### src/rtl/branch_pred.sv
// Bimodal branch predictor: 2-bit saturating counters indexed by PC, plus
// registered fetch redirect/flush on mispredict and branch statistics.
module branch_pred #(
    parameter int unsigned NUM_ENTRIES = 16,
    parameter int unsigned IDX_W       = $clog2(NUM_ENTRIES)
) (
    input  logic        clk_i,
    input  logic        rst_ni,
    input  logic [31:0] fetch_pc_i,
    output logic        pred_taken_o,
    input  logic        ex_valid_i,
    input  logic        ex_is_cond_i,
    input  logic        ex_is_jump_i,
    input  logic [31:0] ex_pc_i,
    input  logic [31:0] ex_target_i,
    input  logic        ex_pred_taken_i,
    input  logic        branch_taken_i,
    output logic        redirect_o,
    output logic [31:0] redirect_pc_o,
    output logic        flush_o,
    output logic [31:0] br_count_o,
    output logic [31:0] mispred_count_o
);

    logic [1:0]       cnt_q [NUM_ENTRIES];
    logic [IDX_W-1:0] fetch_idx;
    logic [IDX_W-1:0] ex_idx;
    logic             ev;
    logic             upd_cond;
    logic             mispredict;
    logic [31:0]      redirect_pc_d;
    logic             redirect_q;
    logic [31:0]      redirect_pc_q;
    logic [31:0]      br_count_q;
    logic [31:0]      mispred_count_q;
    logic             unused_pc_bits;

    assign fetch_idx = fetch_pc_i[IDX_W+1:2];
    assign ex_idx    = ex_pc_i[IDX_W+1:2];

    assign unused_pc_bits = ^{fetch_pc_i[31:IDX_W+2], fetch_pc_i[1:0],
                              ex_pc_i[31:IDX_W+2], ex_pc_i[1:0]};

    // Read is from the registered array, so a same-index update is not visible until next cycle
    assign pred_taken_o = cnt_q[fetch_idx][1];

    // Instruction in execute during a redirect cycle is wrong-path
    assign ev       = ex_valid_i & ~redirect_q;
    assign upd_cond = ev & ex_is_cond_i & ~ex_is_jump_i;

    always_comb begin
        mispredict    = ev & (ex_is_jump_i |
                              (ex_is_cond_i & (branch_taken_i != ex_pred_taken_i)));
        redirect_pc_d = (branch_taken_i | ex_is_jump_i) ? ex_target_i : ex_pc_i + 32'd4;
    end

    always_ff @(posedge clk_i or negedge rst_ni) begin
        if (!rst_ni) begin
            for (int unsigned i = 0; i < NUM_ENTRIES; i++) begin
                cnt_q[i] <= 2'b01;
            end
        end else if (upd_cond) begin
            if (branch_taken_i) begin
                if (cnt_q[ex_idx] != 2'b11) cnt_q[ex_idx] <= cnt_q[ex_idx] + 2'd1;
            end else begin
                if (cnt_q[ex_idx] != 2'b00) cnt_q[ex_idx] <= cnt_q[ex_idx] - 2'd1;
            end
        end
    end

    always_ff @(posedge clk_i or negedge rst_ni) begin
        if (!rst_ni) begin
            redirect_q      <= 1'b0;
            redirect_pc_q   <= '0;
            br_count_q      <= '0;
            mispred_count_q <= '0;
        end else begin
            redirect_q <= mispredict;
            if (mispredict) begin
                redirect_pc_q   <= redirect_pc_d;
                mispred_count_q <= mispred_count_q + 32'd1;
            end
            if (upd_cond) br_count_q <= br_count_q + 32'd1;
        end
    end

    assign redirect_o      = redirect_q;
    assign flush_o         = redirect_q;
    assign redirect_pc_o   = redirect_pc_q;
    assign br_count_o      = br_count_q;
    assign mispred_count_o = mispred_count_q;

endmodule

### config.mk
export PLATFORM = sky130hd
export DESIGN_NAME = branch_pred
export DESIGN_NICKNAME = d
export VERILOG_FILES = /design/src/rtl/branch_pred.sv
export SDC_FILE = /design/constraint.sdc
export NUM_CORES = 1
export LEC_CHECK = 0
export CAP_MARGIN = 5
export CORE_UTILIZATION = 57
export CTS_BUF_LIST = sky130_fd_sc_hd__clkbuf_8
export CTS_CLUSTER_SIZE = 25
export DETAILED_ROUTE_END_ITERATION = 16
export DONT_BUFFER_PORTS = 1
export GPL_TIMING_DRIVEN = 0
export PLACE_DENSITY = 0.83
export SLEW_MARGIN = 20
export SYNTH_ARGS = -nofsm -noshare
export SYNTH_HDL_FRONTEND = slang
export SYNTH_SLANG_ARGS = --single-unit
### constraint.sdc
create_clock -name clk_i -period 3.5 [get_ports clk_i]
set_input_delay 0.175 -clock clk_i [delete_from_list [all_inputs] [get_ports clk_i]]
set_output_delay 0.175 -clock clk_i [all_outputs]
set_load 0.01 [all_outputs]
==> summary.txt <==
Asr flop ratio synth: 100.0%
Pwr Total: 3.838 mW
Top Ports: 202
PwrDens: 485.8 nW/um^2
Worst skew pair latency: 450 ps
DRT antenna net count: 0
Setup Viol. Count Final: 0
GP Congestion: 0.9280
DRC viols: 0
Cells after Synth: 633
Post-DP HPWL: 11,840 microns
Root Driver: clkbuf_8
Clk sinks: 129
CP Max Fanout: 9
H-Tree Depth: 4
Core ar.: 11,470 sq um
Effective utilization at floorplan: 58.54%
Min Clock Period, post-route: 3243 ps
Mapped Area: 6713 sq um
Pins Over Slew Limit: 0
Share of layout cells above drive strength 1: 16.02%
Largest net degree at the start of global routing: 130
Internal Dissipation: 2.697 mW
Via count: 5,351
Area after DPL: 6892 sq um
Status: complete, no violations
FF+latch count, synth: 129
Clk_skew: 12.87 ps
Combinational Power Share: 15.4%
Psw: 1.141 mW
Final hold slack: 63.61 ps
Grt ovf: 0
Max IR drop VDD: 0.2923 mV
Design Area, Final: 7900 sq um
CTS tree: yes
Syn_nets: 744
Clk pwr share: 33.3%
Non-filler cells, final: 867
Crit share post-route: 92.67%
Synth area leaders: dfrtp_1, xnor2_1, dfstp_2
Resize count post-CTS: 0
Worst EP arrival: 3580 ps
Hold Fails Final Rpt: 0
Register share of total power: 51.3%
Die height: 110.5 microns
Clock buffer count from CTS: 17
Detailed-route wire length: 17,600 microns
Pleak: 3.316 nW
Antenna violations before repair: 0
Cells after DPL: 776
Nets@finish: 822
Ys Warns: 0
Main flop type after synthesis: dfrtp_1
DR WL/cell: 20.30 microns
Worst setup SP type: flop
Die ar.: 12,210 sq um
Worst Tran Pin Value: 763.0 ps
Critical path capture point type: flop
Layout area overhead: 17.69%
Final worst slack: 256.6 ps
Clk buf depth: 2
Type of the most critical hold path: in -> reg
Distinct cell type count after synthesis: 48
Post-synth top area share: 42.12%
RSZ-0062 raised after global routing: no
Worst EP required: 3830 ps
Fmax achieved: 308.3 MHz
DRT Pass-1 Iters: 5
Switching share of power: 29.72%
CP Class: reg -> reg
Seq/Total Area, Yosys: 48.39%
Synth area leader: dfrtp_1
Final TNS setup: 0 ps
Ant diodes: 0
Worst slack, placed: 23.30 ps
Clk pin slew, worst setup/hold paths: 80 ps
First-pass GRT wire length: 28,590 microns
First-iteration detailed-routing DRC count: 438
Mean post-synth cell area: 10.60 sq um
EDFF count, synth: 0
Chip width: 110.5 microns
Vias/cell: 6.172
GR Util All Layers: 29.87%
Core Rows: 39
Relative slew margins: 48.66%
Total of max-cap violations: 0
Vias in the first global route: 5,576
Buffers on Ports: 0
Post-Route Utilization: 68.89%
## power by group through the flow
stage	Sequential (mW)	Clock, mW	Combinational (mW)
2_1_floorplan	1.92	0	0.343
3_3_place_gp	1.97	0	0.398
3_5_place_dp	1.98	0	0.421
4_1_cts	1.96	1.29	0.574
5_1_grt	1.98	1.35	0.651
6_report	1.97	1.28	0.591
## metal layers
metal / wire length (microns) / vias up / track usage, %
li1: - / 2402 / -
met2: 8922 / 249 / 50.14
met4: 465 / 0 / 12.62
met5: 0 / - / 0
met1: 6888 / 2643 / 35.07
met3: 1322 / 57 / 9.824
## kinds of logic (layout without fill, tap and decap cells)
group / count (synthesis) / count (layout) / share of synthesized area, %
AO/OA/AOI/OAI: 66 / 66 / 5.648
XOR/XNOR: 90 / 90 / 11.85
adder cells (fa/ha/maj): 8 / 8 / 1.491
buffers and inverters: 37 / 128 / 2.367
flip-flops: 129 / 129 / 48.39
multiplexers: 47 / 47 / 10.21
AND/OR/NAND/NOR: 256 / 256 / 20.04
## final timing paths
kind                                      from                  end  slack (ps)  cells past startpoint
worst min register to register  br_count_o[31]       br_count_o[31]         530                      1
worst min-delay path                ex_pc_i[6]     redirect_pc_o[6]          60                      4
worst max-delay path                      flop             cnt_q[1]         260                     10
max in group asynchronous               rst_ni  mispred_count_o[14]        2590                      2
min in group asynchronous               rst_ni     redirect_pc_o[5]         400                      2
worst max register to register            flop             cnt_q[1]         260                     10
## cell usage after synthesis (all sizes together) (5+ instances only)
| cell type | number |
|---|---|
| and4 | 6 |
| nor3 | 20 |
| mux4 | 14 |
| clkbuf | 17 |
| and2 | 10 |
| dfstp | 16 |
| o22ai | 15 |
| nand2 | 71 |
| a31oi | 5 |
| inv | 13 |
| dfrtp | 113 |
| buf | 6 |
| nor2b | 6 |
| nor4 | 9 |
| and3 | 9 |
| nor2 | 44 |
| nand4 | 28 |
| xor2 | 33 |
| o21ai | 21 |
| a21oi | 20 |
| xnor2 | 57 |
| nand3 | 36 |
| mux2 | 32 |
| ha | 8 |
## cells in the final DEF, fill, tap and decap left out, types with 10 or more instances in the layout
| cell | instances |
|---|---|
| a21oi_1 | 20 |
| xnor2_1 | 57 |
| mux2_2 | 32 |
| dlygate4sd3_1 | 58 |
| inv_1 | 14 |
| o21ai_0 | 20 |
| nand4_1 | 27 |
| nand3_1 | 35 |
| clkbuf_8 | 22 |
| nand2_1 | 71 |
| o22ai_1 | 15 |
| nor3_1 | 20 |
| nor2_1 | 44 |
| mux4_2 | 14 |
| xor2_1 | 32 |
| and2_1 | 10 |
| dfstp_2 | 16 |
| dfrtp_1 | 113 |
| clkbuf_1 | 16 |
## cell type report
cell class | instances | area [sq um]
multi-input combinational | 467 | 3306
sequential | 129 | 3248
inverter | 14 | 52.55
buffer | 23 | 106.4
tap | 143 | 178.9
fill | 810 | 3567
timing repair buffer | 59 | 608.1
clock buffer | 21 | 289.0
clock inverter | 11 | 111.4
## worst max-delay path: stages (launching register included)
cell      delay (ps)
dfstp_2          370
mux4_2           440
nor2b_1          150
a211oi_2         470
or2_2            220
inv_1             40
ha_1             180
a211oi_1         470
and2_1           290
nand3_1          170
mux2_2           320
## timing repair
| action | in CTS | in global routing |
|---|---|---|
| setup buffers | 0 | 0 |
| hold buffers | 59 | 0 |
| endpoints found under the hold margin | 161 | 0 |
Power figures use the tool's default switching activity.
